$ cat src/rtl/mips_enc_pkg.sv
// rtl/mips_enc_pkg.sv - shared MIPS encoding constants, request kinds and encoder states
package mips_enc_pkg;

  typedef enum logic [1:0] {
    KIND_R    = 2'd0,
    KIND_ADDI = 2'd1,
    KIND_ORI  = 2'd2,
    KIND_ILL  = 2'd3
  } req_kind_e;

  typedef enum logic [1:0] {
    ST_EMPTY = 2'd0,
    ST_HOLD  = 2'd1,
    ST_DONE  = 2'd2
  } enc_state_e;

  // Opcodes decoded by the control unit
  localparam logic [5:0] R_TYPE = 6'h00;
  localparam logic [5:0] ADDI   = 6'h08;
  localparam logic [5:0] ORI    = 6'h0D;

  localparam logic [5:0] ADD = 6'h20;
  localparam logic [5:0] SUB = 6'h22;
  localparam logic [5:0] AND = 6'h24;
  localparam logic [5:0] OR  = 6'h25;
  localparam logic [5:0] NOR = 6'h27;
  localparam logic [5:0] SLT = 6'h2A;

endpackage

$ cat src/rtl/instr_encoder_if.sv
// rtl/instr_encoder_if.sv - request handshake and instruction-memory write bus
interface instr_encoder_if #(
  parameter int ADDR_WIDTH = 8
) ();
  logic                  req_valid;
  logic                  req_ready;
  logic [1:0]            req_kind;
  logic [4:0]            req_rs;
  logic [4:0]            req_rt;
  logic [4:0]            req_rd;
  logic [4:0]            req_shamt;
  logic [5:0]            req_funct;
  logic [15:0]           req_imm;
  logic                  mem_we;
  logic [ADDR_WIDTH-1:0] mem_addr;
  logic [31:0]           mem_wdata;
  logic                  mem_ready;

  modport master (
    output req_valid, req_kind, req_rs, req_rt, req_rd, req_shamt, req_funct, req_imm,
    output mem_ready,
    input  req_ready, mem_we, mem_addr, mem_wdata
  );

  modport slave (
    input  req_valid, req_kind, req_rs, req_rt, req_rd, req_shamt, req_funct, req_imm,
    input  mem_ready,
    output req_ready, mem_we, mem_addr, mem_wdata
  );
endinterface

$ cat src/rtl/mips_instr_pack.sv
// rtl/mips_instr_pack.sv - combinational packer from request fields to a 32-bit MIPS word
module mips_instr_pack
  import mips_enc_pkg::*;
#(
  parameter bit CHECK_EN = 1'b0
) (
  input  logic [1:0]  kind_i,
  input  logic [4:0]  rs_i,
  input  logic [4:0]  rt_i,
  input  logic [4:0]  rd_i,
  input  logic [4:0]  shamt_i,
  input  logic [5:0]  funct_i,
  input  logic [15:0] imm_i,
  output logic [31:0] word_o,
  output logic        legal_o
);
  logic dest_ok;

  always_comb begin
    word_o = 32'h0000_0000;
    case (req_kind_e'(kind_i))
      KIND_R:    word_o = {R_TYPE, rs_i, rt_i, rd_i, shamt_i, funct_i};
      KIND_ADDI: word_o = {ADDI, rs_i, rt_i, imm_i};
      KIND_ORI:  word_o = {ORI, rs_i, rt_i, imm_i};
      default:   word_o = 32'h0000_0000;
    endcase
  end

  // Writing $zero is pointless, so the checked build rejects it alongside kind 3
  assign dest_ok = (kind_i == KIND_R) ? (rd_i != 5'd0) : (rt_i != 5'd0);
  assign legal_o = CHECK_EN ? ((kind_i != KIND_ILL) && dest_ok) : 1'b1;

endmodule

$ cat src/rtl/instr_encoder.sv
// rtl/instr_encoder.sv - MIPS instruction encoder and sequential instruction-memory loader
// Optional request legality checking is enabled by defining INSTR_ENC_CHECK_EN.
module instr_encoder
  import mips_enc_pkg::*;
#(
  parameter int ADDR_WIDTH = 8,
  parameter int BASE_ADDR  = 0
) (
  input  logic                clk,
  input  logic                reset,
  input  logic                start,
  instr_encoder_if.slave      bus,
  output logic [ADDR_WIDTH:0] count,
  output logic                full,
  output logic                err
);
`ifdef INSTR_ENC_CHECK_EN
  localparam bit CHECK_EN = 1'b1;
`else
  localparam bit CHECK_EN = 1'b0;
`endif

  localparam logic [ADDR_WIDTH-1:0] BASE     = ADDR_WIDTH'(BASE_ADDR);
  localparam logic [ADDR_WIDTH-1:0] TOP      = '1;
  localparam logic [ADDR_WIDTH-1:0] ADDR_ONE = ADDR_WIDTH'(1);
  localparam logic [ADDR_WIDTH:0]   CNT_ONE  = (ADDR_WIDTH + 1)'(1);

  enc_state_e            state_q;
  logic                  mem_we_q;
  logic [ADDR_WIDTH-1:0] mem_addr_q;
  logic [31:0]           mem_wdata_q;
  logic [ADDR_WIDTH-1:0] addr_q;
  logic [ADDR_WIDTH:0]   count_q;
  logic                  full_q;
  logic                  err_q;

  logic [31:0] word;
  logic        legal;
  logic        req_ready;
  logic        accept;
  logic        write;

  mips_instr_pack #(.CHECK_EN(CHECK_EN)) u_pack (
    .kind_i  (bus.req_kind),
    .rs_i    (bus.req_rs),
    .rt_i    (bus.req_rt),
    .rd_i    (bus.req_rd),
    .shamt_i (bus.req_shamt),
    .funct_i (bus.req_funct),
    .imm_i   (bus.req_imm),
    .word_o  (word),
    .legal_o (legal)
  );

  // Gated by reset so nothing is offered while the block is held in reset
  assign req_ready = reset && !full_q && !start && ((state_q == ST_EMPTY) || bus.mem_ready);
  assign accept    = bus.req_valid && req_ready;
  assign write     = accept && legal;

  always_ff @(posedge clk or negedge reset) begin
    if (!reset) begin
      state_q     <= ST_EMPTY;
      mem_we_q    <= 1'b0;
      mem_addr_q  <= BASE;
      mem_wdata_q <= 32'h0000_0000;
      addr_q      <= BASE;
      count_q     <= '0;
      full_q      <= 1'b0;
      err_q       <= 1'b0;
    end else if (start) begin
      // A pending write still drains at its latched address
      addr_q  <= BASE;
      count_q <= '0;
      full_q  <= 1'b0;
      err_q   <= 1'b0;
      case (state_q)
        ST_HOLD: begin
          if (bus.mem_ready) begin
            state_q  <= ST_EMPTY;
            mem_we_q <= 1'b0;
          end
        end
        default: state_q <= ST_EMPTY;
      endcase
    end else begin
      if (write) begin
        state_q     <= ST_HOLD;
        mem_we_q    <= 1'b1;
        mem_addr_q  <= addr_q;
        mem_wdata_q <= word;
        count_q     <= count_q + CNT_ONE;
        if (addr_q == TOP) begin
          full_q <= 1'b1;
        end else begin
          addr_q <= addr_q + ADDR_ONE;
        end
      end else if ((state_q == ST_HOLD) && bus.mem_ready) begin
        state_q  <= full_q ? ST_DONE : ST_EMPTY;
        mem_we_q <= 1'b0;
      end
      if (accept && !legal) begin
        err_q <= 1'b1;
      end
    end
  end

  assign bus.req_ready = req_ready;
  assign bus.mem_we    = mem_we_q;
  assign bus.mem_addr  = mem_addr_q;
  assign bus.mem_wdata = mem_wdata_q;
  assign count         = count_q;
  assign full          = full_q;
  assign err           = err_q;

endmodule

$ cat src/flat_wrapper.sv
// flat-port wrapper written by rule: the top's interface ports become plain ports
module instr_encoder_flat import mips_enc_pkg::*;
#(
  parameter int ADDR_WIDTH = 8,
  parameter int BASE_ADDR  = 0
)
  (clk, reset, start, count, full, err, bus_req_valid, bus_req_kind, bus_req_rs, bus_req_rt, bus_req_rd, bus_req_shamt, bus_req_funct, bus_req_imm, bus_mem_ready, bus_req_ready, bus_mem_we, bus_mem_addr, bus_mem_wdata);
  instr_encoder_if #(.ADDR_WIDTH(ADDR_WIDTH)) bus_i ();
  input  logic clk;
  input  logic reset;
  input  logic start;
  output logic [ADDR_WIDTH:0] count;
  output logic full;
  output logic err;
  input wire logic [$bits(bus_i.req_valid)-1:0] bus_req_valid;
  input wire logic [$bits(bus_i.req_kind)-1:0] bus_req_kind;
  input wire logic [$bits(bus_i.req_rs)-1:0] bus_req_rs;
  input wire logic [$bits(bus_i.req_rt)-1:0] bus_req_rt;
  input wire logic [$bits(bus_i.req_rd)-1:0] bus_req_rd;
  input wire logic [$bits(bus_i.req_shamt)-1:0] bus_req_shamt;
  input wire logic [$bits(bus_i.req_funct)-1:0] bus_req_funct;
  input wire logic [$bits(bus_i.req_imm)-1:0] bus_req_imm;
  input wire logic [$bits(bus_i.mem_ready)-1:0] bus_mem_ready;
  output wire logic [$bits(bus_i.req_ready)-1:0] bus_req_ready;
  output wire logic [$bits(bus_i.mem_we)-1:0] bus_mem_we;
  output wire logic [$bits(bus_i.mem_addr)-1:0] bus_mem_addr;
  output wire logic [$bits(bus_i.mem_wdata)-1:0] bus_mem_wdata;
  assign bus_i.req_valid = bus_req_valid;
  assign bus_i.req_kind = bus_req_kind;
  assign bus_i.req_rs = bus_req_rs;
  assign bus_i.req_rt = bus_req_rt;
  assign bus_i.req_rd = bus_req_rd;
  assign bus_i.req_shamt = bus_req_shamt;
  assign bus_i.req_funct = bus_req_funct;
  assign bus_i.req_imm = bus_req_imm;
  assign bus_i.mem_ready = bus_mem_ready;
  assign bus_req_ready = bus_i.req_ready;
  assign bus_mem_we = bus_i.mem_we;
  assign bus_mem_addr = bus_i.mem_addr;
  assign bus_mem_wdata = bus_i.mem_wdata;
  instr_encoder #(.ADDR_WIDTH(ADDR_WIDTH), .BASE_ADDR(BASE_ADDR)) u_core (.clk(clk), .reset(reset), .start(start), .bus(bus_i), .count(count), .full(full), .err(err));
endmodule
$ cat config.mk
export PLATFORM = sky130hd
export DESIGN_NAME = instr_encoder_flat
export DESIGN_NICKNAME = d
export VERILOG_FILES = /design/src/rtl/mips_enc_pkg.sv /design/src/rtl/instr_encoder_if.sv /design/src/rtl/mips_instr_pack.sv /design/src/rtl/instr_encoder.sv /design/src/flat_wrapper.sv
export SDC_FILE = /design/constraint.sdc
export NUM_CORES = 1
export LEC_CHECK = 0
export CORE_ASPECT_RATIO = 1.4
export CORE_MARGIN = 2
export CORE_UTILIZATION = 49
export CTS_BUF_LIST = sky130_fd_sc_hd__clkbuf_8
export CTS_CLUSTER_DIAMETER = 40
export CTS_CLUSTER_SIZE = 28
export DETAILED_ROUTE_END_ITERATION = 16
export PLACE_DENSITY = 0.88
export RECOVER_POWER = 100
export SYNTH_ARGS = -nofsm -noshare
export SYNTH_HDL_FRONTEND = slang
export SYNTH_SLANG_ARGS = --single-unit
$ cat constraint.sdc
create_clock -name clk -period 4.3 [get_ports clk]
set_input_delay 0.645 -clock clk [delete_from_list [all_inputs] [get_ports clk]]
set_output_delay 0.645 -clock clk [all_outputs]
set_load 0.02 [all_outputs]
==> results of run 1 <==
==> worst min path at each step <==
stage | start | endpoint | slack [ns] | cells after the start
floorplan | reset | u_core.addr_q[0] | 0.35 | 0
global placement | u_core.bus.mem_addr[4] | u_core.bus.mem_addr[4] | 0.46 | 2
detailed placement | u_core.bus.mem_addr[5] | u_core.bus.mem_addr[5] | 0.46 | 2
CTS | reset | u_core.full | 0.26 | 1
global route | u_core.bus.mem_addr[5] | u_core.bus.mem_addr[5] | 0.49 | 2
finish | u_core.bus.mem_addr[4] | u_core.bus.mem_addr[4] | 0.47 | 2
==> critical path: stages <==
cell and delay [ns]:
clkdlybuf4s50_1 0.93, nor4bb_1 0.14, clkbuf_1 0.23, nand2_4 0.39
clkbuf_1 0.89, a22o_1 0.28
==> registers in the layout (all words and copies together) (netlist names) <==
register	cells
u_core.state_q	2
u_core.bus.mem_wdata	28
u_core.full	1
u_core.bus.mem_we	1
u_core.addr_q	8
u_core.bus.mem_addr	8
u_core.count	9
==> power groups by stage <==
stage	Clock [mW]	Combinational (mW)	Sequential [mW]
2_1_floorplan	0	0.0839	0.673
3_3_place_gp	0	0.297	0.619
3_5_place_dp	0	0.305	0.620
4_1_cts	0.444	0.307	0.612
5_1_grt	0.469	0.308	0.615
6_report	0.437	0.285	0.610
==> layout by cell type, fill, tap and decap left out, types with 6 or more instances in the layout <==
cell type,instances
inv_1,6
a22oi_1,16
o31ai_1,20
clkbuf_8,11
dlygate4sd3_1,49
a21oi_1,6
nand2_1,59
clkdlybuf4s50_1,47
a22o_1,10
dfrtp_1,57
nor2_1,13
nand3_1,7
ha_1,7
==> stage by stage <==
| stage | area (um2) | utilization | instances | worst slack, ns |
|---|---|---|---|---|
| 2_1_floorplan | 2680 | - | 269 | 2.40 |
| 3_5_place_dp | 3640 | 0.700 | 412 | 1.13 |
| 6_report | 3800 | 0.731 | 428 | 1.06 |
| 4_1_cts | 3810 | 0.734 | 428 | 1.27 |
| 5_1_grt | 3800 | 0.731 | 428 | 0.669 |
| 3_3_place_gp | 3640 | 0.700 | 412 | 1.21 |
==> layout make-up <==
type / instances / area (um2) / area share
inverters: 4 / 15.0 / 0.00395
multi-input cells: 185 / 1130 / 0.297
clock buffers: 11 / 151 / 0.0398
clock inverters: 5 / 22.5 / 0.00592
repair buffers: 100 / 976 / 0.257
flip-flops and latches: 57 / 1430 / 0.375
well taps: 66 / 82.6 / 0.0217
==> kinds of logic (layout without fill, tap and decap cells) <==
family / count (synthesis) / after routing / synth area share
other: 1 / 4 / 0.00141
AND/OR/NAND/NOR: 105 / 105 / 0.184
adder cells (fa/ha/maj): 7 / 7 / 0.0328
XOR/XNOR: 4 / 4 / 0.0131
buffers and inverters: 27 / 120 / 0.0469
flip-flops: 57 / 57 / 0.535
multiplexers: 4 / 4 / 0.0155
AO/OA/AOI/OAI: 61 / 61 / 0.171
==> per-layer routing <==
metal	share of wire	GRT usage	wire length (um)
met5	0	0	0
met1	0.36	0.276	2440
met4	0.031	0.133	211
met2	0.56	0.419	3740
met3	0.049	0.0533	330
==> reports/qor.txt, run 1 <==
Avg Vias per Cell: 5.58
Ys flop type: dfrtp_1
Total length of routed wires: 6720 um
Flop-to-flop setup slack: 1.87 ns
Clock power frac: 0.328
Setup CP Type: in2reg
Final setup vio count: 0
Io pins: 102
Fin nets: 413
Worst path required time: 4.57 ns
Design internal power: 0.949 mW
Flops & latches, synth: 57
Status: finished, violations left
Tot Pwr: 1.33 mW
Via Count: 2389
CTS tree: yes
Final GP Congestion: 0.766
RSZ-0062 raised after global routing: no
Worst skew pair latency: 0.33 ns
HP Class: reg2reg
Fin Hold WS: 0.468 ns
Final TNS setup: 0 ns
Sink Count: 57
Period Utilization, post-route: 0.754
Antenna violations before repair: 0
Die Y: 91.3 um
Critical path launch point: start
Setup crit end: u_core.bus.mem_wdata[22]
Layout area overhead: 42.5%
Fmax: 308 MHz
Min cycle time layout: 3.24 ns
Power per cell area: 350 nW/um2
DR iter-0 viols: 168
# rows: 31
R2R depth: 5
Yosys warning count: 0
GRT Total Usage: 0.245
First-pass GRT wire length: 11300 um
Sequential power share: 0.458
Fillers: 398
R2R Path Start: u_core.full
Pins Over Slew Limit: 41
Core ar.: 5200 um2
DRC Markers: 0
Setup Buffers After CTS: 0
Worst vdd ir: 0.242 mV
Mapped cell area: 2670 um2
Number of port buffers: 97
CP startpoint kind: input port
Clock skew: 0.00239 ns
Initial core utilization: 0.513
LEAKAGE: 1.82 nW
Max cap viols: 1
Register area share after synthesis: 0.535
Vias in the first global route: 2389
Antenna Violating Nets Remaining: 0
Root Driver: clkbuf_8
Inserted Diodes: 0
Hpwl dp: 4720 um
Async S/R FF share, synth: 1.00
Share of cells above drive strength 1: 0.0525
Critical Path Fanout Max: 44
Clock buffer depth: 2
H-tree depth: 3
Sw Pwr: 0.383 mW
CTS Buf Count: 9
Cts hold-fix bufs: 0
Worst R2R End: u_core.bus.mem_wdata[22]
Combinational Power Share: 0.214
Top-count cell post-synth: nand2_1
Synthesized instance count: 266
Die area: 6060 um2
Largest net degree at the start of global routing: 45
Avg Inst Size Synth: 10.0 um2
Slew @ Worst Pin: 2.10 ns
Worst Setup End Kind: flop
Failing checks: max-capacitance violations, max-slew violations
EDFF count, synth: 0
Grt total ovfl: 0
DR pass1 iterations: 4
Worst-path clk slew: 0.06 ns
Die Wd: 66.4 um
Final Hold Vio Count: 0
Wire per inst: 15.7 um
Largest area contributor in the netlist: dfrtp_1
CP arrival: 3.51 ns
Net Sw Frac: 0.288
Cell variety after synth: 37
Yosys top cell area share: 0.535
Rel. slew slack: -0.401
Synth top area cells: dfrtp_1, nand2_1, o31ai_1
Gates resized, CTS repair: 0
Most instantiated cells after synthesis: nand2_1, dfrtp_1, o31ai_1
Power figures use the tool's default switching activity.
==> inputs of run 2 (changes only) <==
--- a/config.mk
+++ b/config.mk
@@ -7,12 +7,12 @@
 export LEC_CHECK = 0
 export CORE_ASPECT_RATIO = 1.4
 export CORE_MARGIN = 2
-export CORE_UTILIZATION = 49
+export CORE_UTILIZATION = 45
 export CTS_BUF_LIST = sky130_fd_sc_hd__clkbuf_8
 export CTS_CLUSTER_DIAMETER = 40
 export CTS_CLUSTER_SIZE = 28
 export DETAILED_ROUTE_END_ITERATION = 16
-export PLACE_DENSITY = 0.88
+export PLACE_DENSITY = 0.82
 export RECOVER_POWER = 100
 export SYNTH_ARGS = -nofsm -noshare
 export SYNTH_HDL_FRONTEND = slang
==> constraint.sdc (replaced) <==
create_clock -name clk -period 3.3 [get_ports clk]
set_input_delay 0.495 -clock clk [delete_from_list [all_inputs] [get_ports clk]]
set_output_delay 0.495 -clock clk [all_outputs]
set_load 0.02 [all_outputs]
==> run 2 against run 1 <==
  * The run now ends clean
  * Design area rose by 0.59%
  * Sequential power rose by 30%
  * Sequential share of layout area fell by 0.22 points
  * Final cell count rose by 1.4%
  * Register-to-register slack got worse by 0.96 ns
  * Largest cell class unchanged
  * Highest routed layer unchanged
==> reports/qor.txt, run 2 (same netlist as run 1, synthesis figures left out) <==
R2R depth: 5 (unchanged)
Tot Pwr: 1.73 mW (+30%)
LEAKAGE: 1.83 nW (+0.87%)
H-tree depth: 3 (unchanged)
Fin nets: 415 (+0.48%)
CP arrival: 2.19 ns (-1.32 ns)
CTS tree: yes
CP most frequent cell: dlygate4sd3_1
First-pass GRT wire length: 10500 um (-6.7%)
Min cycle time layout: 2.68 ns
DRC Markers: 0 (unchanged)
Wire per inst: 14.5 um (-7.8%)
Period Utilization, post-route: 0.813
Final core occ: 0.661 (-0.0699)
Worst path required time: 2.80 ns (-1.77 ns)
Setup ws final: 0.617 ns (-0.440 ns)
Number of port buffers: 97 (unchanged)
Post-route cell area: 3820 um2 (+0.59%)
Worst Setup End Kind: primary output
Largest net degree at the start of global routing: 58 (+29%)
Fmax: 373 MHz
Most frequent cells in the layout: nand2_1, dfrtp_1, dlygate4sd3_1
Initial core utilization: 0.461 (-0.0518)
Crit-path max cell delay: 0.67 ns (-0.26 ns)
Cts hold-fix bufs: 0 (unchanged)
GRT Total Usage: 0.202 (-0.0430)
Inserted Diodes: 0 (unchanged)
Antenna Violating Nets Remaining: 0 (unchanged)
CP startpoint kind: input port
Flop-to-flop setup slack: 0.91 ns (-0.96 ns)
Pre-CTS WS: 0.758 ns (-0.369 ns)
Crit-path slowest cell: dlygate4sd3_1
Setup Buffers After CTS: 0 (unchanged)
Vias in the first global route: 2313 (-3.2%)
Worst skew pair latency: 0.33 ns (about the same)
Layout area overhead: 43.3%
Power per cell area: 453 nW/um2 (+29%)
Final Hold Vio Count: 0 (unchanged)
Max cap viols: 0 (-1)
Grt total ovfl: 0 (unchanged)
DR iter-0 viols: 197 (+17%)
Critical Path Fanout Max: 19 (-57%)
Gates resized, CTS repair: 0 (unchanged)
Pins Over Slew Limit: 0 (-100%)
Total length of routed wires: 6280 um (-6.5%)
Hold path cells: 2 (unchanged)
Avg Vias per Cell: 5.33 (-4.6%)
Clock skew: 0.00751 ns (+0.00512 ns)
Placed cell areas: 3660 um2 (+0.55%)
Core ar.: 5780 um2 (+11%)
Antenna violations before repair: 0 (unchanged)
Clock buffer depth: 2 (unchanged)
Via Count: 2312 (-3.2%)
Fin Hold WS: 0.471 ns (+0.00299 ns)
HP Class: reg2reg
Status: finished clean
Die Y: 95.1 um (+4.2%)
Die area: 6570 um2 (+8.4%)
CTS Buf Count: 9 (unchanged)
Sink Count: 57 (unchanged)
Placed insts: 418 (+1.5%)
Root Driver: clkbuf_8
Final TNS setup: 0 ns (unchanged)
# rows: 33 (+6.5%)
Share of cells above drive strength 1: 0.0632 (+0.0107)
Max FFs per register: 28 (unchanged)
DR pass1 iterations: 4 (unchanged)
Worst path depth: 5 (-1)
Setup CP Type: in2out
Final setup vio count: 0 (unchanged)
RSZ-0062 raised after global routing: no
Layout Cells excl Fill: 434 (+1.4%)
Rel. slew slack: 0.0837 (+0.485)
Hpwl dp: 4480 um (-5.1%)
Final GP Congestion: 0.759 (-0.97%)
Cell family with most CP delay: buffers and inverters
Io pins: 102 (unchanged)
Die Wd: 69.1 um (+4.1%)
Crit path cell chain: dlygate4sd3_1 > buf_4 > nor2_1 > and3_1 > dlygate4sd3_1
CP Buf/Inv Count: 3 (unchanged)
Most common cell after layout, fill and taps aside: nand2_1
Worst-path clk slew: 0.06 ns (about the same)
Worst vdd ir: 0.302 mV (+25%)
Slew @ Worst Pin: 1.37 ns (-0.727 ns)
-- run 2: changes by cell type in the layout (fill, tap and decap cells not counted), sizes merged --
cell / delta
buf: +2
clkdlybuf4s50: -1
dlygate4sd3: +1
-- run 2: cell type report --
cell class	instances	area (um2)
fill	479	1960
sequential	57	1430
multi-input combinational	185	1130
timing repair buffer	102	993
clock buffer	11	151
tap	70	87.6
clock inverter	5	22.5
inverter	4	15.0
-- run 2: power by group --
group | total (mW) | leakage, nW | internal, mW | switching [mW]
combinational | 0.368 | 0.963 | 0.175 | 0.194
sequential | 0.794 | 0.769 | 0.759 | 0.0351
clock | 0.569 | 0.101 | 0.304 | 0.265
-- run 2: routing by layer --
layer	global-route usage	vias to the layer above	wire length [um]
li1	-	1128	-
met1	0.229	1093	2420
met2	0.356	79	3320
met3	0.0560	12	415
met4	0.0915	0	125
met5	0	-	0
-- run 2: worst paths after layout --
path	from	to
worst max-delay path	start	bus_req_ready
worst min register to register	u_core.bus.mem_wdata[11]	u_core.bus.mem_wdata[11]
min in group asynchronous	reset	u_core.count[8]
worst min-delay path	u_core.bus.mem_wdata[11]	u_core.bus.mem_wdata[11]
max in group asynchronous	reset	u_core.bus.mem_wdata[24]
worst max register to register	u_core.full	u_core.bus.mem_wdata[2]
-- run 2: tightest hold or removal path: cells and delay by family (launching register included) --
kind            cells  cell delay [ns]
flops               1             0.34
compound gates      1             0.05
simple gates        1             0.05
==> inputs of run 3 (changes only) <==
--- a/config.mk
+++ b/config.mk
@@ -7,12 +7,12 @@
 export LEC_CHECK = 0
 export CORE_ASPECT_RATIO = 1.4
 export CORE_MARGIN = 2
-export CORE_UTILIZATION = 45
+export CORE_UTILIZATION = 41
 export CTS_BUF_LIST = sky130_fd_sc_hd__clkbuf_8
 export CTS_CLUSTER_DIAMETER = 40
 export CTS_CLUSTER_SIZE = 28
 export DETAILED_ROUTE_END_ITERATION = 16
-export PLACE_DENSITY = 0.82
+export PLACE_DENSITY = 0.78
 export RECOVER_POWER = 100
 export SYNTH_ARGS = -nofsm -noshare
 export SYNTH_HDL_FRONTEND = slang
==> constraint.sdc (replaced) <==
create_clock -name clk -period 2.39 [get_ports clk]
set_input_delay 0.3585 -clock clk [delete_from_list [all_inputs] [get_ports clk]]
set_output_delay 0.3585 -clock clk [all_outputs]
set_load 0.02 [all_outputs]
==> run 3 against run 2 <==
  * Worst setup slack got worse by 0.41 ns
  * Non-clock buffer count rose by 5
  * Clock-buffer cell count fell by 2
  * Worst hold slack got worse by 0.0014 ns
  * Critical path depth down 1
  * First-iteration DRC count shrank 30%
  * Via count increased by 2.3%
  * Largest cell class unchanged
  * Highest routed layer unchanged
==> reports/qor.txt, run 3 (same netlist as run 1, synthesis figures left out) <==
Vias in the first global route: 2321 (+0.35%)
Grt total ovfl: 0 (unchanged)
CTS tree: yes
Crit-path max cell delay: 0.66 ns (about the same)
Most common cell after layout, fill and taps aside: nand2_1
Layout Cells excl Fill: 441 (+1.6%)
Hpwl dp: 4670 um (+4.3%)
R2R depth: 5 (unchanged)
Period Utilization, post-route: 0.915
Number of port buffers: 97 (unchanged)
Placed insts: 425 (+1.7%)
Root Driver: clkbuf_8
LEAKAGE: 1.85 nW (+0.84%)
Pins Over Slew Limit: 0 (unchanged)
Critical Path Fanout Max: 4 (-15)
Most frequent cells in the layout: nand2_1, dfrtp_1, dlygate4sd3_1
Max cap viols: 0 (unchanged)
Antenna Violating Nets Remaining: 0 (unchanged)
Fin nets: 420 (+1.2%)
Min cycle time layout: 2.19 ns
Slew @ Worst Pin: 1.39 ns (+0.0165 ns)
CP arrival: 1.83 ns (-0.36 ns)
Post-route cell area: 3840 um2 (+0.52%)
Max FFs per register: 28 (unchanged)
Worst vdd ir: 0.324 mV (+7.2%)
Status: finished clean
Wire per inst: 14.7 um (+1.7%)
DRC Markers: 0 (unchanged)
Fmax: 457 MHz
Inserted Diodes: 0 (unchanged)
H-tree depth: 3 (unchanged)
Total length of routed wires: 6490 um (+3.3%)
R2R Path Start: u_core.full
Core ar.: 6250 um2 (+8.2%)
Crit path cell chain: clkdlybuf4s50_1 > o21bai_2 > and3_1 > dlygate4sd3_1
Design internal power: 1.65 mW (+33%)
Sink Count: 57 (unchanged)
Sw Pwr: 0.673 mW (+36%)
Clock buffer depth: 2 (unchanged)
Final setup vio count: 0 (unchanged)
Cell family with most CP delay: buffers and inverters
DR pass1 iterations: 5 (+1)
CP Buf/Inv Count: 2 (-1)
RSZ-0062 raised after global routing: no
CTS Buf Count: 9 (unchanged)
Io pins: 102 (unchanged)
Final TNS setup: 0 ns (unchanged)
DR iter-0 viols: 138 (-30%)
Combinational Power Share: 0.222 (+0.009)
Initial core utilization: 0.427 (-0.0349)
Die area: 7180 um2 (+9.3%)
Clock power frac: 0.307 (-0.022)
Worst Setup End Kind: primary output
Antenna violations before repair: 0 (unchanged)
Hold path cells: 2 (unchanged)
CP startpoint kind: input port
Die Wd: 72.2 um (+4.5%)
Setup Buffers After CTS: 0 (unchanged)
Via Count: 2366 (+2.3%)
Hold Crit Start: u_core.bus.mem_wdata[15]
Rel. slew slack: 0.0727 (-0.0110)
Placed cell areas: 3700 um2 (+1.1%)
Share of cells above drive strength 1: 0.0705 (+0.00727)
GRT Total Usage: 0.194 (-0.00812)
# rows: 34 (+3.0%)
Final Hold Vio Count: 0 (unchanged)
Hold Path End: u_core.bus.mem_wdata[15]
Avg Vias per Cell: 5.37 (+0.71%)
Flop-to-flop setup slack: 0.27 ns (-0.64 ns)
Gates resized, CTS repair: 0 (unchanged)
Setup CP Type: in2out
HP Class: reg2reg
First-pass GRT wire length: 11000 um (+4.3%)
Net Sw Frac: 0.290 (+0.00424)
Worst R2R End: u_core.bus.mem_wdata[18]
Crit-path slowest cell: dlygate4sd3_1
Cts hold-fix bufs: 0 (unchanged)
Worst-path clk slew: 0.06 ns (about the same)
Final GP Congestion: 0.783 (+3.2%)
Layout area overhead: 44.1%
Power per cell area: 604 nW/um2 (+33%)
Die Y: 99.4 um (+4.6%)
Clock skew: 0.00559 ns (-0.00192 ns)
Worst path required time: 2.03 ns (-0.77 ns)
Sequential power share: 0.470 (+0.011)
Largest net degree at the start of global routing: 58 (unchanged)
Worst skew pair latency: 0.33 ns (about the same)
Tot Pwr: 2.32 mW (+34%)
==> run 3: cell count changes in the layout (fill, tap and decap cells not counted), sizes merged <==
cell	change
clkbuf	-2
clkinv	+1
buf	+5
clkdlybuf4s50	+1
inv	+1
dlygate4sd3	-1
==> run 3: worst max-delay path by stage <==
stage	start	to	slack, ns	cells after the start
2_1_floorplan	u_core.full	u_core.addr_q[2]	0.65	6
3_3_place_gp	start	u_core.bus.mem_wdata[19]	0.16	6
3_5_place_dp	bus_req_kind[0]	u_core.bus.mem_wdata[18]	0.06	7
4_1_cts	bus_mem_ready	bus_req_ready	0.26	4
5_1_grt	start	u_core.bus.mem_wdata[18]	0.11	6
6_report	bus_mem_ready	bus_req_ready	0.20	4
==> run 3: per-stage QoR <==
| stage | worst slack (ns) | util | hold WS [ns] |
|---|---|---|---|
| floorplan | 0.647 | - | 0.0629 |
| global placement | 0.160 | 0.592 | 0.461 |
| detailed placement | 0.0636 | 0.592 | 0.465 |
| CTS | 0.264 | 0.616 | 0.237 |
| global route | 0.111 | 0.615 | 0.492 |
| finish | 0.203 | 0.615 | 0.470 |
==> run 3: worst register-to-register path: stages, from the launching register on <==
cell and delay, ns:
dfrtp_1 0.44, nor4bb_1 0.27, clkbuf_1 0.33, nand2_4 0.20, nor3_2 0.59, a22o_1 0.23
==> run 3: per-layer routing <==
layer	share of wire	vias up	wire length, um	track usage
li1	-	1143	-	-
met1	0.42	1133	2700	0.237
met2	0.51	78	3310	0.312
met3	0.050	12	326	0.0507
met4	0.024	0	153	0.100
met5	0	-	0	0
==> run 3: layout make-up <==
| type | instances | area (um2) |
|---|---|---|
| Clock buffer | 9 | 124 |
| Clock inverter | 7 | 31.3 |
| Fill cell | 569 | 2410 |
| Inverter | 4 | 15.0 |
| Multi-Input combinational cell | 185 | 1130 |
| Sequential cell | 57 | 1430 |
| Tap cell | 72 | 90.1 |
| Timing Repair Buffer | 107 | 1030 |
==> run 3: power by group through the flow <==
stage          combinational [mW]  clock, mW  sequential (mW)
2_1_floorplan               0.151          0             1.21
3_3_place_gp                0.547          0             1.11
3_5_place_dp                0.555          0             1.11
4_1_cts                     0.557      0.742             1.10
5_1_grt                     0.557      0.788             1.10
6_report                    0.516      0.714             1.09
